File: src/rtl/vga_pkg.sv
// Shared VGA mode constants (640x480@60, 800x600@60) and colour-depth expansion.
// Pure package, no state.
package vga_pkg;

  localparam int VGA640_H_ACTIVE = 640;
  localparam int VGA640_H_FP     = 16;
  localparam int VGA640_H_SYNC   = 96;
  localparam int VGA640_H_BP     = 48;
  localparam int VGA640_V_ACTIVE = 480;
  localparam int VGA640_V_FP     = 10;
  localparam int VGA640_V_SYNC   = 2;
  localparam int VGA640_V_BP     = 33;
  localparam bit VGA640_H_POL    = 1'b0;
  localparam bit VGA640_V_POL    = 1'b0;

  localparam int VGA800_H_ACTIVE = 800;
  localparam int VGA800_H_FP     = 40;
  localparam int VGA800_H_SYNC   = 128;
  localparam int VGA800_H_BP     = 88;
  localparam int VGA800_V_ACTIVE = 600;
  localparam int VGA800_V_FP     = 1;
  localparam int VGA800_V_SYNC   = 4;
  localparam int VGA800_V_BP     = 23;
  localparam bit VGA800_H_POL    = 1'b1;
  localparam bit VGA800_V_POL    = 1'b1;

  // Fills 4 bits MSB-first by cycling through the w-bit value held in v[w-1:0].
  function automatic logic [3:0] expand_colour(input logic [3:0] v, input int w);
    logic [3:0] res;
    logic [1:0] idx;
    res = 4'h0;
    for (int i = 0; i < 4; i++) begin
      idx = 2'(w - 1 - (i % w));
      res[2'(3 - i)] = v[idx];
    end
    return res;
  endfunction

endpackage

File: src/rtl/vga_delay_line.sv
// Shift register of DEPTH stages advancing on ce; DEPTH=0 is a wire.
// Latency DEPTH ce-ticks; no backpressure, ce=0 freezes every stage.
module vga_delay_line #(
  parameter int               WIDTH     = 1,
  parameter int               DEPTH     = 0,
  parameter logic [WIDTH-1:0] RESET_VAL = '0
) (
  input  logic             vgaclk,
  input  logic             rst,
  input  logic             ce,
  input  logic [WIDTH-1:0] d,
  output logic [WIDTH-1:0] q
);

  if (DEPTH == 0) begin : g_bypass
    logic w_unused;
    assign w_unused = ^{vgaclk, rst, ce};
    assign q = d;
  end else begin : g_pipe
    logic [WIDTH-1:0] r_stage [DEPTH];

    always_ff @(posedge vgaclk) begin
      if (rst) begin
        for (int i = 0; i < DEPTH; i++) r_stage[i] <= RESET_VAL;
      end else if (ce) begin
        r_stage[0] <= d;
        for (int i = 1; i < DEPTH; i++) r_stage[i] <= r_stage[i-1];
      end
    end

    assign q = r_stage[DEPTH-1];
  end

endmodule

File: src/rtl/vga_timing_core.sv
// Parametrised VGA timing: raw counters/markers plus sync/DE delayed PIPE_STAGES ticks.
// Colour is combinational from inputs and delayed DE; no backpressure, ce gates all state.
module vga_timing_core
  import vga_pkg::*;
#(
  parameter int H_ACTIVE    = VGA640_H_ACTIVE,
  parameter int H_FP        = VGA640_H_FP,
  parameter int H_SYNC      = VGA640_H_SYNC,
  parameter int H_BP        = VGA640_H_BP,
  parameter int V_ACTIVE    = VGA640_V_ACTIVE,
  parameter int V_FP        = VGA640_V_FP,
  parameter int V_SYNC      = VGA640_V_SYNC,
  parameter int V_BP        = VGA640_V_BP,
  parameter bit H_POL       = VGA640_H_POL,
  parameter bit V_POL       = VGA640_V_POL,
  parameter int CNT_W       = 10,
  parameter int PIPE_STAGES = 0,
  parameter int R_W         = 3,
  parameter int G_W         = 3,
  parameter int B_W         = 2
) (
  input  logic             vgaclk,
  input  logic             rst,
  input  logic             ce,
  input  logic [R_W-1:0]   input_red,
  input  logic [G_W-1:0]   input_green,
  input  logic [B_W-1:0]   input_blue,
  output logic [CNT_W-1:0] hc_out,
  output logic [CNT_W-1:0] vc_out,
  output logic             line_start,
  output logic             frame_start,
  output logic [15:0]      frame_count,
  output logic             hsync,
  output logic             vsync,
  output logic             de,
  output logic [3:0]       red,
  output logic [3:0]       green,
  output logic [3:0]       blue
);

  localparam int H_TOTAL = H_ACTIVE + H_FP + H_SYNC + H_BP;
  localparam int V_TOTAL = V_ACTIVE + V_FP + V_SYNC + V_BP;

  if (CNT_W < 1 || CNT_W > 31 || ((H_TOTAL - 1) >> CNT_W) != 0 ||
      ((V_TOTAL - 1) >> CNT_W) != 0) begin : g_bad_cnt_w
    $error("vga_timing_core: CNT_W cannot hold H_TOTAL-1 / V_TOTAL-1");
  end
  if (R_W < 1 || R_W > 4 || G_W < 1 || G_W > 4 || B_W < 1 || B_W > 4) begin : g_bad_col_w
    $error("vga_timing_core: colour widths must be 1..4");
  end
  if (PIPE_STAGES < 0 || PIPE_STAGES > 15) begin : g_bad_pipe
    $error("vga_timing_core: PIPE_STAGES must be 0..15");
  end

  // One extra bit so boundaries equal to 2**CNT_W stay representable.
  localparam logic [CNT_W:0]   H_TOT_C  = (CNT_W+1)'(H_TOTAL);
  localparam logic [CNT_W:0]   V_TOT_C  = (CNT_W+1)'(V_TOTAL);
  localparam logic [CNT_W-1:0] H_LAST   = CNT_W'(H_TOTAL - 1);
  localparam logic [CNT_W-1:0] V_LAST   = CNT_W'(V_TOTAL - 1);
  localparam logic [CNT_W:0]   H_ACT_C  = (CNT_W+1)'(H_ACTIVE);
  localparam logic [CNT_W:0]   V_ACT_C  = (CNT_W+1)'(V_ACTIVE);
  localparam logic [CNT_W:0]   HS_BEG_C = (CNT_W+1)'(H_ACTIVE + H_FP);
  localparam logic [CNT_W:0]   HS_END_C = (CNT_W+1)'(H_ACTIVE + H_FP + H_SYNC);
  localparam logic [CNT_W:0]   VS_BEG_C = (CNT_W+1)'(V_ACTIVE + V_FP);
  localparam logic [CNT_W:0]   VS_END_C = (CNT_W+1)'(V_ACTIVE + V_FP + V_SYNC);

  logic [CNT_W-1:0] r_hc;
  logic [CNT_W-1:0] r_vc;
  logic [15:0]      r_frame_count;

  logic [CNT_W:0] w_hc_x;
  logic [CNT_W:0] w_vc_x;
  logic           w_h_end;
  logic           w_v_end;
  logic           w_de_raw;
  logic           w_hsync_raw;
  logic           w_vsync_raw;
  logic [2:0]     w_dly;

  assign w_hc_x  = {1'b0, r_hc};
  assign w_vc_x  = {1'b0, r_vc};
  assign w_h_end = (r_hc == H_LAST) || (w_hc_x >= H_TOT_C);
  assign w_v_end = (r_vc == V_LAST) || (w_vc_x >= V_TOT_C);

  always_ff @(posedge vgaclk) begin
    if (rst) begin
      r_hc          <= '0;
      r_vc          <= '0;
      r_frame_count <= '0;
    end else if (ce) begin
      if (w_h_end) begin
        r_hc <= '0;
        if (w_v_end) begin
          r_vc          <= '0;
          r_frame_count <= r_frame_count + 16'd1;
        end else begin
          r_vc <= r_vc + CNT_W'(1);
        end
      end else begin
        r_hc <= r_hc + CNT_W'(1);
      end
    end
  end

  assign w_de_raw    = (w_hc_x < H_ACT_C) && (w_vc_x < V_ACT_C);
  assign w_hsync_raw = (w_hc_x >= HS_BEG_C && w_hc_x < HS_END_C) ? H_POL : ~H_POL;
  assign w_vsync_raw = (w_vc_x >= VS_BEG_C && w_vc_x < VS_END_C) ? V_POL : ~V_POL;

  vga_delay_line #(
    .WIDTH     (3),
    .DEPTH     (PIPE_STAGES),
    .RESET_VAL ({~H_POL, ~V_POL, 1'b0})
  ) u_sync_dly (
    .vgaclk (vgaclk),
    .rst    (rst),
    .ce     (ce),
    .d      ({w_hsync_raw, w_vsync_raw, w_de_raw}),
    .q      (w_dly)
  );

  assign hsync = w_dly[2];
  assign vsync = w_dly[1];
  assign de    = w_dly[0];

  assign hc_out      = r_hc;
  assign vc_out      = r_vc;
  assign frame_count = r_frame_count;
  assign line_start  = (r_hc == '0) && ce;
  assign frame_start = (r_hc == '0) && (r_vc == '0) && ce;

  assign red   = de ? expand_colour(4'(input_red),   R_W) : 4'h0;
  assign green = de ? expand_colour(4'(input_green), G_W) : 4'h0;
  assign blue  = de ? expand_colour(4'(input_blue),  B_W) : 4'h0;

endmodule

File: config.mk
export PLATFORM = sky130hd
export DESIGN_NAME = vga_timing_core
export DESIGN_NICKNAME = d
export VERILOG_FILES = /design/src/rtl/vga_pkg.sv /design/src/rtl/vga_delay_line.sv /design/src/rtl/vga_timing_core.sv
export SDC_FILE = /design/constraint.sdc
export NUM_CORES = 1
export LEC_CHECK = 0
export CAP_MARGIN = 25
export CORE_MARGIN = 3
export CORE_UTILIZATION = 44
export CTS_BUF_LIST = sky130_fd_sc_hd__clkbuf_4
export DETAILED_ROUTE_END_ITERATION = 10
export PLACE_DENSITY = 0.79
export SYNTH_ARGS = -nofsm -noshare
export SYNTH_HDL_FRONTEND = slang
export SYNTH_SLANG_ARGS = --single-unit
File: constraint.sdc
create_clock -name vgaclk -period 1.75 [get_ports vgaclk]
set_input_delay 0.35 -clock vgaclk [delete_from_list [all_inputs] [get_ports vgaclk]]
set_output_delay 0.35 -clock vgaclk [all_outputs]
set_load 0.1 [all_outputs]
==> results of run 1 <==
## synthesized netlist by cell type (all sizes together), types with 4 or more instances
library cell,n,area [um^2]
dfxtp,36,721
nor2,22,82.6
nand2,19,71.3
buf,16,108
nand3,16,80.1
a21oi,11,55.1
inv,9,33.8
o211ai,9,67.6
o31ai,9,67.6
nand4,8,56.3
or4,8,60.1
ha,7,87.6
nor3,7,35.0
a31oi,6,37.5
and2,6,37.5
and4,6,52.6
clkbuf,6,22.5
nor2b,6,37.5
or2,5,31.3
xor2,5,43.8
nor4b,4,35.0
xnor2,4,35.0
## per-stage QoR
step	cells	TNS (ns)	hold slack [ns]	instance area [um^2]	setup slack (ns)
after floorplan	261	-8.87	0.631	2540	-0.645
after global placement	399	-7.40	0.487	3870	-0.420
after detailed placement	399	-11.42	0.506	3870	-0.522
after CTS	423	-4.33	0.532	4310	-0.292
## kinds of logic after synthesis
group           synth area share
fa+ha+maj                 0.0414
xor+xnor                  0.0372
other cells              0.00177
compound gates             0.189
buf+inv                   0.0774
simple gates               0.293
mux                       0.0207
flops                      0.340
## what timing repair did
item / CTS
pin swaps: 27
resized for setup: 58
cloned: 1
setup endpoints to repair: 36
buffers inserted: 16
==> out/results.txt, run 1 <==
Status = stopped before the end
Last stage reached = global routing
First error in the log = [ERROR DPL-0038] Utilization greater than 100%, impossible to legalize
Post-synthesis register bit count = 36
Worst EP post-GRT repair = blue[0]
Most common flop cell mapped by yosys = dfxtp_1
Avg Inst Size Synth = 8.27 um^2
Die height = 75.4 um
Number of port buffers = 55
Ys Warns = 0
Number of buffers on the longest clock path = 2
Sum of net half-perimeters after detailed placement = 5360 um
Netlist cell types = 46
Initial standard-cell utilization of the core = 0.470
Num CTS Buffers = 5
Share of async-settable or async-resettable flops after synthesis = 0
Instance count of the mapped netlist = 256
Top-Level Pins = 64
Clock Sinks = 36
Root buffer cell = clkbuf_4
Number of buffers added to fix hold violations after cts = 0
Pin count of the biggest net entering global routing = 20
Worst-path end type = top-level output
Number of placement rows = 24
Cell area after synthesis = 2120 um^2
Post-synth EDFFs = 0
Final estimated routing congestion in global placement = 0.863
Deepest level of the CTS H-tree = 2
Die boundary width = 75.4 um
Register area share after synthesis = 0.340
==> run 2, diff against run 1 <==
Settings changed: CORE_UTILIZATION 44 to 35, CTS_BUF_LIST sky130_fd_sc_hd__clkbuf_4 to not set, PLACE_DENSITY 0.79 to not set, PLACE_DENSITY_LB_ADDON set to 0.15.
Clock period 1.75 ns to 2.3 ns, I/O delays scaled along.
==> run 2 against run 1 <==
Against the previous run:
- the run now ends clean
- synthesized area unchanged
- synthesized cell count unchanged
==> out/results.txt, run 2 <==
Most frequently used cell type in the post-synthesis netlist = dfxtp_1 (unchanged)
Number of buffers added to fix hold violations after cts = 0 (unchanged)
Final estimated routing congestion in global placement = 0.812 (was 0.863)
Post-synth EDFFs = 0 (unchanged)
Netlist cell types = 46 (unchanged)
Top cell type's share of synthesized area = 0.340 (unchanged)
Filler Cell Count = 520
Setup slack of the most critical reg-to-reg path = 0.28 ns
Area leader, netlist = dfxtp_1 (unchanged)
Deepest level of the CTS H-tree = 2 (unchanged)
Total die area = 7020 um^2
Startpoint Class = flop
Ys Warns = 0 (unchanged)
Arrival time of data at the critical path endpoint = 1.70 ns
Tightest Hold Check Type = reg2reg
Antenna violations before repair = 0
P&R area growth vs syn = 39.9%
Pin count of the biggest net entering global routing = 38
Endpoint of the worst hold path = frame_count[5]$_SDFFE_PP0P_
CTS clock-pin slew for the worst setup and hold paths = 0.07 ns
Post-CTS setup buffer count = 0 (was 16)
Destination of the worst register-to-register timing path = frame_count[15]$_SDFFE_PP0P_
Die height = 83.8 um (was 75.4 um)
Clock skew = 0.00586 ns
Top-Level Pins = 64 (unchanged)
Design area = 2960 um^2
Number of placement rows = 27 (was 24)
Cell area after synthesis = 2120 um^2 (unchanged)
Setup WS post-layout = 0.140 ns
Total via count in the routed design = 2140
Setup Crit Path Kind = reg2out
Drt wl/cell = 14.7 um
Dominant cells by area after synthesis = dfxtp_1 34%, ha_1 4.1%, nor2_1 3.9%, nand3_1 3.8%, nand2_1 3.4% (unchanged)
Leading cell type in the layout, fill and taps excluded = buf_4
Slowest cell on crit path = dfxtp_4
Reg2reg start = vc_out[0]$_SDFFE_PP0P_
Final Hold Viols = 0
Avg Vias per Cell = 5.57
Total congestion overflow = 0
DR DRC count = 0
Share of layout cells above drive strength 1 = 0.359
Critical path capture point type = output port
Number of port buffers = 55 (unchanged)
Crit-path max FO = 7
Root buffer cell = clkbuf_8 (was clkbuf_4)
Number of iterations in the first detailed-routing pass = 6
Register-to-Register Path Depth = 7
Flip-flop count of the largest register after layout = 16
Tcrit/Tclk final = 0.939
Cell breakdown of the critical path = inv_1 -> ha_1 -> nor4b_1 -> and4_4 -> buf_12
Std-Cell Core Area = 5680 um^2
Final setup violation count = 0
Fin nets = 329
Post-layout power = 1.53 mW
Share of async-settable or async-resettable flops after synthesis = 0 (unchanged)
Total Routed Length = 5660 um
Clock Sinks = 36 (unchanged)
Cell depth of the worst hold path = 2
Status = finished, final reports clean (was stopped before the end)
Remaining antenna violation count after routing = 0
Cell family with the largest share of critical-path delay = simple AND/OR/NAND/NOR gates
Period minus WS final = 2.16 ns
Vias in the first global route = 1964
Register area share after synthesis = 0.340 (unchanged)
TritonCTS clock tree = yes
Avg Inst Size Synth = 8.27 um^2 (unchanged)
Worst setup slack before clock tree synthesis = -0.0747 ns (was -0.522 ns)
Most used standard cells in the synthesized netlist = 36 x dfxtp_1, 22 x nor2_1, 19 x nand2_1 (unchanged)
Commonest cells after routing, fill and taps aside = 45 x buf_4, 21 x nor2_1, 19 x nand2_1
DR iter-0 viols = 129
Final max-slew violation count = 0
FMAX = 463 MHz
Instance area at placement = 2860 um^2 (was 3870 um^2)
Post-synthesis register bit count = 36 (unchanged)
Sum of net half-perimeters after detailed placement = 3960 um (was 5360 um)
Pwr dens = 517 nW/um^2
ANT cells = 0
Utilization of the core after routing = 0.522
Worst vdd rail ir drop = 0.350 mV
GRT Overall Usage = 0.157
Wire length of the first global-routing pass = 9310 um
Max Cap Violations = 0
Instance count of the mapped netlist = 256 (unchanged)
Count of placed standard cells in the final layout, fillers left out = 384
Initial standard-cell utilization of the core = 0.373 (was 0.470)
Die boundary width = 83.8 um (was 75.4 um)
LEAKAGE = 1.12 nW
Largest stage delay on the critical path = 0.37 ns
Insertion delay of the later-clocked pin in the worst-skew pair = 0.29 ns
Setup repair after global routing missed its margin = no
Endpoint required time on the critical path = 1.84 ns
Count of buffering cells on the critical path with inverters included = 2
Number of buffers on the longest clock path = 2 (unchanged)
Num CTS Buffers = 5 (unchanged)
Most common flop cell mapped by yosys = dfxtp_1 (unchanged)
Origin of the worst min-delay path = frame_count[5]$_SDFFE_PP0P_
Placed cell count = 376 (was 399)
run 2: cell counts after synthesis:
Identical to the previous run, type by type.
run 2: kinds of logic (layout without fill, tap and decap cells):
kind of cell    after synthesis  count (layout)  share of synthesized area
compound gates               55              55                      0.189
buf+inv                      31              82                     0.0774
other cells                   1               6                    0.00177
mux                           4               4                     0.0207
fa+ha+maj                     7               7                     0.0414
simple gates                113             113                      0.293
xor+xnor                      9               9                     0.0372
flops                        36              36                      0.340
run 2: worst max-delay path by stage:
stage | slack, ns | to | depth (start not counted) | startpoint
2_1_floorplan | -0.20 | blue[0] | 3 | vc_out[9]$_SDFFE_PP0P_
3_3_place_gp | -0.1 | frame_start | 5 | ce
5_1_grt | 0.01 | frame_start | 5 | vc_out[1]$_SDFFE_PP0P_
6_report | 0.14 | frame_start | 5 | vc_out[1]$_SDFFE_PP0P_
3_5_place_dp | -0.07 | frame_count[11]$_SDFFE_PP0P_ | 7 | ce
4_1_cts | 0.002 | frame_start | 5 | ce
run 2: cell type report:
type,count,area [um^2],area share
Inverter,9,33.8,0.0114
Multi-Input combinational cell,194,1310,0.443
Sequential cell,36,785,0.265
Tap cell,72,90.1,0.0304
Clock buffer,8,80.1,0.0270
Timing Repair Buffer,65,661,0.223
run 2: power by group:
group          internal (mW)  total, mW  leakage (nW)  switching (mW)
Sequential             0.628      0.650         0.308          0.0224
Combinational          0.128      0.439         0.777           0.311
Clock                  0.216      0.441        0.0395           0.225
run 2: tightest hold or removal path, cell delays in order (launching register included):
cell and delay [ns]:
dfxtp_2 0.34, o31ai_1 0.06, a21oi_1 0.05
run 2: stage by stage:
stage          setup TNS, ns  hold slack [ns]
4_1_cts                    0            0.496
2_1_floorplan          -1.21            0.623
5_1_grt                    0            0.512
3_5_place_dp          -0.220            0.488
6_report                   0            0.497
3_3_place_gp          -0.181            0.474
run 2: timing repair:
item,in CTS,in global routing
pin swaps,0,1
resized for setup,1,2
setup endpoints to repair,1,1
run 2: metal layers:
layer,up-vias,GRT usage,wire length (um)
met4,0,0.0556,79
met5,-,0,0
met3,7,0.0326,302
met2,64,0.243,2530
met1,1017,0.214,2750
li1,1052,-,-
(Power assumes the default switching activity.)
==> run 3, diff against run 2 <==
Settings changed: GPL_TIMING_DRIVEN set to 0.
==> run 3 against run 2 <==
Against the previous run:
- clock power up 10%
- maximum frequency decreased by 4.7%
- die area stayed put
==> out/results.txt, run 3 (synthesized netlist as in run 2, its figures left out) <==
ANT cells = 0 (unchanged)
Pin count of the biggest net entering global routing = 13 (was 38)
Status = finished, final reports clean (unchanged)
Leading cell type in the layout, fill and taps excluded = nor2_1 (was buf_4)
Tightest Hold Check Type = reg2reg (unchanged)
Number of buffers on the longest clock path = 2 (unchanged)
Final max-slew violation count = 0 (unchanged)
Initial standard-cell utilization of the core = 0.373 (unchanged)
Antenna violations before repair = 0 (unchanged)
DR DRC count = 0 (unchanged)
Combinational power share = 0.276 (was 0.287)
Cell breakdown of the critical path = clkdlybuf4s50_1 (was inv_1 -> ha_1 -> nor4b_1 -> and4_4 -> buf_12)
Worst vdd rail ir drop = 0.253 mV (was 0.350 mV)
Total Routed Length = 5820 um (was 5660 um)
Switching power = 582 uW (was 558 uW)
GRT Overall Usage = 0.168 (was 0.157)
Crit-path max FO = 4 (was 7)
Num CTS Buffers = 5 (unchanged)
Minimum hold slack = 0.493 ns (was 0.497 ns)
Setup Crit Path Kind = reg2out (unchanged)
Slew at the pin with the worst max-slew slack = 0.978 ns
Destination of the worst register-to-register timing path = frame_count[7]$_SDFFE_PP0P_ (was frame_count[15]$_SDFFE_PP0P_)
Worst setup slack before clock tree synthesis = -0.651 ns (was -0.0747 ns)
Die height = 83.8 um (unchanged)
Largest stage delay on the critical path = 1.14 ns (was 0.37 ns)
Startpoint Class = flop (unchanged)
Utilization of the core after routing = 0.527 (was 0.522)
LEAKAGE = 1.34 nW (was 1.12 nW)
Clock skew = 0.0100 ns (was 0.00586 ns)
Setup WS post-layout = 0.0330 ns (was 0.140 ns)
Vias in the first global route = 2030 (was 1964)
Fin nets = 340 (was 329)
P&R area growth vs syn = 41.4% (was 39.9%)
Avg Vias per Cell = 5.45 (was 5.57)
Max Cap Violations = 0 (unchanged)
Sum of net half-perimeters after detailed placement = 4150 um (was 3960 um)
Total via count in the routed design = 2153 (was 2140)
Final estimated routing congestion in global placement = 0.826 (was 0.812)
Number of cells on the critical path = 1 (was 5)
Top-Level Pins = 64 (unchanged)
Wire length of the first global-routing pass = 9840 um (was 9310 um)
Die boundary width = 83.8 um (unchanged)
Setup repair after global routing missed its margin = no (unchanged)
Tcrit/Tclk final = 0.986 (was 0.939)
Crit path capture = frame_count[1] (was frame_start)
Number of iterations in the first detailed-routing pass = 5 (was 6)
Number of placement rows = 27 (unchanged)
Total die area = 7020 um^2 (unchanged)
FMAX = 441 MHz (was 463 MHz)
Total congestion overflow = 0 (unchanged)
Slew HR = 0.346
DR iter-0 viols = 157 (was 129)
Std-Cell Core Area = 5680 um^2 (unchanged)
CTS clock-pin slew for the worst setup and hold paths = 0.08 ns (was 0.07 ns)
Final Hold Viols = 0 (unchanged)
Number of port buffers = 54 (was 55)
TritonCTS clock tree = yes (unchanged)
Arrival time of data at the critical path endpoint = 1.81 ns (was 1.70 ns)
Reg2reg start = vc_out[0]$_SDFFE_PP0P_ (unchanged)
Setup slack of the most critical reg-to-reg path = 0.24 ns (was 0.28 ns)
Slowest cell on crit path = clkdlybuf4s50_1 (was dfxtp_4)
Flip-flop count of the largest register after layout = 16 (unchanged)
Pint = 983 uW (was 972 uW)
Remaining antenna violation count after routing = 0 (unchanged)
Period minus WS final = 2.27 ns (was 2.16 ns)
Cell family with the largest share of critical-path delay = buffers and inverters (was simple AND/OR/NAND/NOR gates)
Clock Sinks = 36 (unchanged)
Switching share of power = 0.372 (was 0.365)
Drt wl/cell = 14.7 um (about the same)
Post-CTS setup buffer count = 0 (unchanged)
Clock network power share = 0.311 (was 0.288)
Total Neg Setup Slack = 0 ns (unchanged)
Critical path capture point type = output port (unchanged)
Deepest level of the CTS H-tree = 2 (unchanged)
Sequential share of power = 0.413 (was 0.425)
Endpoint required time on the critical path = 1.84 ns (about the same)
Beginning of the critical path = frame_count[1]$_SDFFE_PP0P_ (was vc_out[1]$_SDFFE_PP0P_)
Share of layout cells above drive strength 1 = 0.266 (was 0.359)
Commonest cells after routing, fill and taps aside = 21 x nor2_1, 19 x nand2_1, 18 x clkdlybuf4s50_1 (was 45 x buf_4, 21 x nor2_1, 19 x nand2_1)
Pwr dens = 523 nW/um^2 (was 517 nW/um^2)
Root buffer cell = clkbuf_8 (unchanged)
Final setup violation count = 0 (unchanged)
Count of buffering cells on the critical path with inverters included = 1 (was 2)
Filler Cell Count = 564 (was 520)
Register-to-Register Path Depth = 8 (was 7)
Insertion delay of the later-clocked pin in the worst-skew pair = 0.29 ns (about the same)
-- run 3: cell type report --
| class | count | area [um^2] | area share |
|---|---|---|---|
| Buffer | 22 | 143 | 0.0477 |
| Clock buffer | 6 | 82.6 | 0.0276 |
| Clock inverter | 2 | 12.5 | 0.00418 |
| Inverter | 9 | 33.8 | 0.0113 |
| Multi-Input combinational cell | 194 | 1310 | 0.437 |
| Sequential cell | 36 | 785 | 0.262 |
| Tap cell | 72 | 90.1 | 0.0301 |
| Timing Repair Buffer | 54 | 538 | 0.180 |
-- run 3: what timing repair did --
item	4_1_cts	5_1_grt
gates cloned	0	0
gates resized for setup	61	29
hold endpoints to repair	0	0
endpoints found under the setup margin	22	32
hold buffers	0	0
-- run 3: worst min-delay path, stage by stage, from the launching register on --
cell and delay [ns]:
dfxtp_2 0.34, o31ai_1 0.06, a21oi_1 0.06
-- run 3: power by group through the flow --
stage | Combinational [mW] | Clock [mW] | Sequential [mW]
6_report | 0.432 | 0.487 | 0.646
3_3_place_gp | 0.432 | 0 | 0.659
5_1_grt | 0.456 | 0.530 | 0.648
2_1_floorplan | 0.248 | 0 | 0.744
3_5_place_dp | 0.433 | 0 | 0.660
4_1_cts | 0.424 | 0.500 | 0.645
-- run 3: worst min path at each step --
stage,from,end,cells past startpoint
5_1_grt,frame_count[5]$_SDFFE_PP0P_,frame_count[5]$_SDFFE_PP0P_,2
6_report,frame_count[6]$_SDFFE_PP0P_,frame_count[6]$_SDFFE_PP0P_,2
3_5_place_dp,frame_count[6]$_SDFFE_PP0P_,frame_count[6]$_SDFFE_PP0P_,2
3_3_place_gp,frame_count[6]$_SDFFE_PP0P_,frame_count[6]$_SDFFE_PP0P_,2
4_1_cts,frame_count[6]$_SDFFE_PP0P_,frame_count[6]$_SDFFE_PP0P_,2
2_1_floorplan,vc_out[1]$_SDFFE_PP0P_,vc_out[1]$_SDFFE_PP0P_,2
-- run 3: metal layers --
metal / wire length (um) / GRT usage / vias up
li1: - / - / 1076
met1: 2810 / 0.220 / 1004
met2: 2580 / 0.270 / 64
met3: 338 / 0.0375 / 9
met4: 88 / 0.0556 / 0
met5: 0 / 0 / -
-- run 3: stage by stage --
stage / instances / cell area, um^2 / power (mW)
2_1_floorplan: 261 / 2260 / 0.993
3_3_place_gp: 387 / 2890 / 1.09
3_5_place_dp: 387 / 2890 / 1.09
4_1_cts: 395 / 2930 / 1.57
5_1_grt: 395 / 2990 / 1.63
6_report: 395 / 2990 / 1.56
==> run 4, diff against run 3 <==
Settings changed: CTS_BUF_LIST set to sky130_fd_sc_hd__clkbuf_4, GPL_TIMING_DRIVEN 0 to 1, SKIP_LAST_GASP set to 1.
==> run 4 against run 3 <==
Against the previous run:
- combinational power is 2% higher
- setup slack better by 0.12 ns
- sequential power is 0.8% higher
- sequential share of layout area is 0.40 points higher
- routed wire length is 3.8% lower
- critical path type unchanged
- critical endpoint is now green[1]
- largest power group unchanged
- die area stayed put
- maximum frequency is 5.6% higher
- largest cell class unchanged
- count of clock-buffer cells in the layout is 2 higher
==> out/results.txt, run 4 (synthesized netlist as in run 2, its figures left out) <==
Status = finished, final reports clean (unchanged)
Largest stage delay on the critical path = 0.39 ns (was 1.14 ns)
Total Routed Length = 5600 um (was 5820 um)
Utilization of the core after routing = 0.519 (was 0.527)
Die height = 83.8 um (unchanged)
Pin count of the biggest net entering global routing = 38 (was 13)
Number of buffers added to fix hold violations after cts = 0 (unchanged)
Number of port buffers = 55 (was 54)
Root buffer cell = clkbuf_4 (was clkbuf_8)
Commonest cells after routing, fill and taps aside = 45 x buf_4, 21 x nor2_1, 19 x nand2_1 (was 21 x nor2_1, 19 x nand2_1, 18 x clkdlybuf4s50_1)
Insertion delay of the later-clocked pin in the worst-skew pair = 0.35 ns (was 0.29 ns)
Reg2reg start = vc_out[0]$_SDFFE_PP0P_ (unchanged)
Slowest cell on crit path = dfxtp_4 (was clkdlybuf4s50_1)
Vias in the first global route = 1959 (was 2030)
Crit-path max FO = 8 (was 4)
Antenna violations before repair = 0 (unchanged)
Worst setup slack before clock tree synthesis = -0.0747 ns (was -0.651 ns)
Cell breakdown of the critical path = nand2_1 -> nor2_1 -> nor3_4 -> and2_4 -> buf_12 (was clkdlybuf4s50_1)
Sum of net half-perimeters after detailed placement = 3960 um (was 4150 um)
Number of iterations in the first detailed-routing pass = 4 (was 5)
Register-to-Register Path Depth = 7 (was 8)
CTS clock-pin slew for the worst setup and hold paths = 0.12 ns (was 0.08 ns)
Final max-slew violation count = 0 (unchanged)
Std-Cell Core Area = 5680 um^2 (unchanged)
Leading cell type in the layout, fill and taps excluded = buf_4 (was nor2_1)
Endpoint required time on the critical path = 1.84 ns (about the same)
FMAX = 466 MHz (was 441 MHz)
Clock Sinks = 36 (unchanged)
Tcrit/Tclk final = 0.933 (was 0.986)
Setup WS post-layout = 0.153 ns (was 0.0330 ns)
Share of layout cells above drive strength 1 = 0.372 (was 0.266)
Drt wl/cell = 14.6 um (was 14.7 um)
Origin of the worst min-delay path = frame_count[6]$_SDFFE_PP0P_ (unchanged)
Final estimated routing congestion in global placement = 0.812 (was 0.826)
Tightest Hold Check Type = reg2reg (unchanged)
Arrival time of data at the critical path endpoint = 1.69 ns (was 1.81 ns)
Final Hold Viols = 0 (unchanged)
Pwr dens = 496 nW/um^2 (was 523 nW/um^2)
ANT cells = 0 (unchanged)
LEAKAGE = 1.12 nW (was 1.34 nW)
Die boundary width = 83.8 um (unchanged)
Num CTS Buffers = 5 (unchanged)
Cell family with the largest share of critical-path delay = simple AND/OR/NAND/NOR gates (was buffers and inverters)
Instance area at placement = 2860 um^2 (was 2890 um^2)
Fin nets = 329 (was 340)
Setup repair after global routing missed its margin = no (unchanged)
Number of placement rows = 27 (unchanged)
Total Neg Setup Slack = 0 ns (unchanged)
Max Cap Violations = 0 (unchanged)
Post-CTS setup buffer count = 0 (unchanged)
Post-layout power = 1.46 mW (was 1.56 mW)
Avg Vias per Cell = 5.56 (was 5.45)
Minimum hold slack = 0.503 ns (was 0.493 ns)
Clock skew = 0.0115 ns (was 0.0100 ns)
Startpoint Class = flop (unchanged)
Number of buffers on the longest clock path = 2 (unchanged)
TritonCTS clock tree = yes (unchanged)
Count of buffering cells on the critical path with inverters included = 1 (unchanged)
Initial standard-cell utilization of the core = 0.373 (unchanged)
Top-Level Pins = 64 (unchanged)
Count of placed standard cells in the final layout, fillers left out = 384 (was 395)
Wire length of the first global-routing pass = 9320 um (was 9840 um)
Total die area = 7020 um^2 (unchanged)
Design area = 2950 um^2 (was 2990 um^2)
Total congestion overflow = 0 (unchanged)
Remaining antenna violation count after routing = 0 (unchanged)
Critical path capture point type = output port (unchanged)
Setup slack of the most critical reg-to-reg path = 0.26 ns (was 0.24 ns)
Total via count in the routed design = 2136 (was 2153)
Final setup violation count = 0 (unchanged)
Cell depth of the worst hold path = 2 (unchanged)
Endpoint of the worst hold path = frame_count[6]$_SDFFE_PP0P_ (unchanged)
Destination of the worst register-to-register timing path = frame_count[15]$_SDFFE_PP0P_ (was frame_count[7]$_SDFFE_PP0P_)
Placed cell count = 376 (was 387)
DR iter-0 viols = 129 (was 157)
Deepest level of the CTS H-tree = 2 (unchanged)
DR DRC count = 0 (unchanged)
Worst vdd rail ir drop = 0.350 mV (was 0.253 mV)
Period minus WS final = 2.15 ns (was 2.27 ns)
GRT Overall Usage = 0.158 (was 0.168)
Setup Crit Path Kind = reg2out (unchanged)
Flip-flop count of the largest register after layout = 16 (unchanged)
P&R area growth vs syn = 39.2% (was 41.4%)
## run 4: changes by cell type in the layout (fill, tap and decap cells not counted), moves of 2 or more
cell	change
buf_4	+36
dlymetal6s2s_1	-13
buf_12	+12
clkdlybuf4s50_1	-11
dlygate4sd2_1	-11
buf_2	-7
clkbuf_8	-7
clkbuf_1	-5
inv_4	-2
## run 4: area by class of cell
cell class,instances,area [um^2]
Fill cell,518,2730
Multi-Input combinational cell,194,1320
Sequential cell,36,785
Timing Repair Buffer,65,661
Tap cell,72,90.1
Clock buffer,8,60.1
Inverter,9,33.8
## run 4: worst max path at each step
stage	startpoint	to	slack, ns	cells after the start
finish	vc_out[5]$_SDFFE_PP0P_	green[1]	0.15	5
global route	vc_out[5]$_SDFFE_PP0P_	blue[1]	0.008	5
CTS	ce	frame_start	0.002	5
detailed placement	ce	frame_count[11]$_SDFFE_PP0P_	-0.07	7
global placement	ce	frame_start	-0.1	5
floorplan	vc_out[9]$_SDFFE_PP0P_	blue[0]	-0.20	3
## run 4: power breakdown
| group | internal, mW | leakage [nW] | total (mW) | switching (mW) |
|---|---|---|---|---|
| clock | 0.157 | 0.0368 | 0.372 | 0.214 |
| sequential | 0.628 | 0.308 | 0.651 | 0.0227 |
| combinational | 0.129 | 0.780 | 0.439 | 0.310 |
## run 4: layer usage
metal | vias to the layer above | routed length (um) | global-route usage
met2 | 53 | 2480 | 0.244
met4 | 0 | 73 | 0.0556
met3 | 6 | 293 | 0.0385
li1 | 1060 | - | -
met5 | - | 0 | 0
met1 | 1017 | 2760 | 0.213
## run 4: repair_timing
item                       4_1_cts  5_1_grt
setup endpoints to repair        1        1
pin swaps                        0        1
gates resized for setup          1        3
## run 4: tightest hold or removal path, stage by stage (launching register included)
cell and delay (ns):
dfxtp_2 0.35, o31ai_1 0.06, a21oi_1 0.06
==> patch 1 (settings of run 4) <==
`PIPE_STAGES`: 0 -> 1.
--- a/src/rtl/vga_timing_core.sv
+++ b/src/rtl/vga_timing_core.sv
@@ -14,7 +14,7 @@
   parameter bit H_POL       = VGA640_H_POL,
   parameter bit V_POL       = VGA640_V_POL,
   parameter int CNT_W       = 10,
-  parameter int PIPE_STAGES = 0,
+  parameter int PIPE_STAGES = 1,
   parameter int R_W         = 3,
   parameter int G_W         = 3,
   parameter int B_W         = 2
Function: changed (Yosys sat finds a counterexample within 4 cycles, from zero or initial values and one cycle with rst high).
==> patch 1 against run 4 <==
Count of clock-buffer cells in the layout shrank 3; routed wire length increased by 1.4%; critical path depth is 1 higher; sequential cell count rose by 3; first-iteration DRC count up 18%; design area grew 1.4%; worst setup slack lost 0.11 ns; total power fell by 2.3%; area after synthesis increased by 5.4%; largest cell class unchanged.
==> patch 1: results <==
group,metric,value,unit
global_routing,grt_use_met1,21.9,%
critical_path,r2r_end,"frame_count[13]",
final_layout,n_all_buffers,69,
final_layout,finish.utilization,49.3,%
critical_path,r2r_slack,0.28,ns
synth,ys_seq_elements,39,
pwr,p_comb,275,µW
timing,clock_skew,0.0141,ns
placed_design,postPlaceCellArea,2880,µm²
hold_path,min_from,"hc_out[1]",
pwr,leakagePower,1.15,nW
run_status,outcome,"complete, no violations",
global_routing,grt_usage,16.5,%
final_layout,nNonClkInverters,7,
placed_design,gp_congestion,0.782,
routing,drtIter0Drc,152,
routing,vias_per_cell,5.32,
global_routing,grt_pass1_vias,2027,
final_layout,clk_share,2.55,%
pwr,switchingPower,434,µW
synth,synth_edf_count,3,
global_routing,grt_pass1_wl,9.94,mm
synth,synth_area_leaders,"dfxtp_1, nand3_1, a21oi_1",
critical_path,critPathArrivalTime,1.80,ns
routing,wl_met3,358,µm
final_layout,drive_above_1_share,30.3,%
critical_path,worst-r2r-cell-count,6,
final_layout,fin_nets,344,
routing,wirelength,5.69,mm
placed_design,dp_slack,-0.0378,ns
synth,synth_cells,263,
pwr,ir_drop,263,µV
final_layout,stdcell_count,402,
final_layout,nMultiInputCombCells,204,
critical_path,crit_start,"hc_out[0]",
synth,synthTopCellsByCount,"dfxtp_1, nor2_1, nand3_1",
final_layout,sh_seq_area,27.7,%
floorplan,tap_cells,75,
placed_design,dp_hpwl,4.13,mm
hold_path,hold_end,"hc_out[1]",
final_layout,nonClkBufAreaFrac,21.3,%
synth,yosysSeqAreaShare,36.3,%
global_routing,grt_max_degree,31,
global_routing,gr-usage-met2,26.6,%
final_layout,multi_input_area_share,44.4,%
pwr,p_int,993,µW
pwr,p_seq,694,µW
final_layout,n_fill_cell,602,
-- patch 1: cell types whose count changed after synthesis, moves of 4 or more --
cell / change
a21oi_1: +9
a31oi_1: -5
and3_1: +5
and4_1: -4
mux2_2: +5
nand2_1: -4
nand2b_1: +4
nand3_1: +5
nor4_1: +5
o211ai_1: -6
or2_2: -4
-- patch 1: what timing repair did --
| action | in CTS | in global routing |
|---|---|---|
| setup buffers | 0 | 1 |
| setup endpoints to repair | 1 | 1 |
| pin swaps | 0 | 0 |
| gates resized for setup | 1 | 3 |
-- patch 1: cells by family after synthesis --
group / share of synthesized area (%)
fa+ha+maj: 3.93
buf+inv: 6.28
mux: 4.04
flops: 36.3
compound gates: 13.3
simple gates: 32.0
xor+xnor: 3.93
other cells: 0.168
-- patch 1: critical path: stages, from the launching register on --
cell and delay, ns:
dfxtp_4 0.37, inv_1 0.07, ha_1 0.16, nor4b_4 0.22
and3_4 0.23, and4_4 0.23, buf_12 0.17
==> patch 2 (flow settings as in run 4) <==
Without the edit above. Register the outputs `line_start`, `frame_start`, `hsync`, `vsync`, `red`, `green` and `blue`, cleared by the reset; this adds one clock of latency there. The other outputs are not delayed to match.
--- a/src/rtl/vga_timing_core.sv
+++ b/src/rtl/vga_timing_core.sv
@@ -118,19 +118,31 @@
     .q      (w_dly)
   );
 
-  assign hsync = w_dly[2];
-  assign vsync = w_dly[1];
   assign de    = w_dly[0];
 
   assign hc_out      = r_hc;
   assign vc_out      = r_vc;
   assign frame_count = r_frame_count;
-  assign line_start  = (r_hc == '0) && ce;
-  assign frame_start = (r_hc == '0) && (r_vc == '0) && ce;
 
-  assign red   = de ? expand_colour(4'(input_red),   R_W) : 4'h0;
-  assign green = de ? expand_colour(4'(input_green), G_W) : 4'h0;
-  assign blue  = de ? expand_colour(4'(input_blue),  B_W) : 4'h0;
+  always_ff @(posedge vgaclk) begin
+    if (rst) begin
+      line_start  <= '0;
+      frame_start <= '0;
+      hsync       <= '0;
+      vsync       <= '0;
+      red         <= '0;
+      green       <= '0;
+      blue        <= '0;
+    end else begin
+      line_start  <= (r_hc == '0) && ce;
+      frame_start <= (r_hc == '0) && (r_vc == '0) && ce;
+      hsync       <= w_dly[2];
+      vsync       <= w_dly[1];
+      red         <= de ? expand_colour(4'(input_red),   R_W) : 4'h0;
+      green       <= de ? expand_colour(4'(input_green), G_W) : 4'h0;
+      blue        <= de ? expand_colour(4'(input_blue),  B_W) : 4'h0;
+    end
+  end
 
 endmodule
 
Behaviour: not the same (Yosys sat finds a counterexample within 4 cycles, from zero or initial values and one cycle with rst high).
==> patch 2 against run 4 <==
Count of clock-buffer cells in the layout fell by 3; critical endpoint is now frame_count[13]; largest cell class unchanged; total power fell by 0.73%; design area fell by 0.17%; worst setup slack got worse by 0.0080 ns; routed wire length fell by 0.82%; synthesized cell count rose by 5.5%; first-iteration DRC count fell by 39%; highest routed layer unchanged; area after synthesis rose by 12%; sequential cell count rose by 10.
==> patch 2: results <==
group,metric,value,unit
critical_path,critPathMaxFanout,29,
placed_design,gp_congestion,0.759,
cts,ctsResizeCount,0,
final_layout,fin_nets,342,
placed_design,dp_slack,-0.0170,ns
cts,cts_setup_buffers,0,
cts,cts_root_buf,"clkbuf_4",
global_routing,grt_pass1_vias,1940,
final_layout,drive_above_1_share,28.9,%
critical_path,r2r_end,"frame_count[13]",
critical_path,timing.rr.start,"vc_out[0]",
critical_path,critPathArrivalTime,2.42,ns
synth,synthTopCellsByCount,"dfxtp_1, nor2_1, a21oi_1",
synth,yosysSeqAreaShare,38.9,%
synth,synth_area_leaders,"dfxtp_1, nor2_1, a21oi_1",
global_routing,grt_use_met3,3.82,%
cts,clkLatencyLatePin,0.36,ns
global_routing,grt_pass1_wl,9.23,mm
global_routing,grt_use_met1,19.9,%
hold_path,min_path_cells,2,
hold_path,min_path_type,"reg2reg",
placed_design,dp_hpwl,3.96,mm
cts,clk_pin_slew_worst_paths,0.14,ns
routing,firstDrtPassIters,4,
global_routing,antenna_found_initial,0,
global_routing,gr-usage-met2,23.1,%
global_routing,grt_max_degree,30,
routing,num_vias,2120,
placed_design,numPortBuffers,55,
critical_path,crit_type,"reg2reg",
critical_path,crit_path_top_delay_cell,"or3b_2",
hold_path,min_from,"frame_count[5]",
critical_path,r2r_slack,0.15,ns
routing,drtIter0Drc,79,
timing,clock_skew,0.0163,ns
pwr,ir_drop,311,µV
global_routing,grt_usage,14.7,%
pwr,leakagePower,1.13,nW
critical_path,cp_top_family,"simple AND/OR/NAND/NOR gates",
cts,cts_buffers,5,
synth,synth_async_sr_flop_share,0,%
cts,clock_path_buffers,2,
routing,wirelength,5.56,mm
critical_path,max_stage_delay,0.48,ns
cts,h-tree-depth,2,
hold_path,hold_end,"frame_count[5]",
final_layout,largest_reg_flops,16,
run_status,outcome,"complete, no violations",
synth,ys_types,48,
synth,yosysWarnings,0,
==> patch 2: cells by family (layout without fill, tap and decap cells) <==
group	count (synthesis)	count (layout)	share of synthesized area (%)
AOI/OAI and AO/OA	43	43	12.1
xor gates and xnor gates	12	12	4.44
adders and majority gates	7	7	3.70
buffers and inverters	31	81	7.72
DFF	46	46	38.9
muxes	7	7	3.60
other	1	6	0.158
and+or+nand+nor	123	123	29.4
==> patch 2: power by group <==
part,internal (mW),switching [mW],total [mW],leakage [nW]
combinational,0.0525,0.193,0.246,0.722
clock,0.115,0.268,0.382,0.0303
sequential,0.811,0.0121,0.823,0.382
total,0.978,0.473,1.45,1.13
==> patch 2: per-stage QoR <==
step	cells	hold slack [ns]	cell area, µm²
global placement	394	0.483	2890
floorplan	275	0.582	2420
detailed placement	394	0.488	2890
CTS	402	0.508	2940
finish	402	0.508	2940
global route	402	0.559	2940
==> patch 2: area by class of cell <==
type / instances / area, µm²
well taps: 77 / 96.3
repair buffers: 65 / 520
inverters: 8 / 30.0
clock buffers: 5 / 37.5
flip-flops and latches: 46 / 950
clock inverters: 3 / 16.3
fillers: 665 / 3520
multi-input cells: 198 / 1290
==> patch 2: layer usage <==
| layer | part of all wire, % | wire, µm |
|---|---|---|
| met4 | 1.1 | 60 |
| met3 | 5.1 | 281 |
| met2 | 45 | 2500 |
| met1 | 49 | 2710 |
| met5 | 0 | 0 |
==> patch 2: worst max-delay path by stage <==
stage	endpoint	slack, ns	depth (start not counted)
after global routing	frame_count[12]	0.09	7
final	frame_count[13]	0.15	7
after CTS	frame_count[13]	0.14	7
after floorplan	frame_count[10]	0.008	5
after detailed placement	frame_count[6]	-0.02	6
after global placement	frame_count[4]	0.01	6
==> patch 2: worst reg2reg max path, delay by kind of cell, from the launching register on <==
| family | cells | cell delay, ns |
|---|---|---|
| AND/OR/NAND/NOR | 2 | 0.56 |
| flip-flops | 1 | 0.41 |
| AO/OA/AOI/OAI | 1 | 0.31 |
| multiplexers | 1 | 0.30 |
| buffers and inverters | 2 | 0.29 |
| adder cells (fa/ha/maj) | 1 | 0.20 |
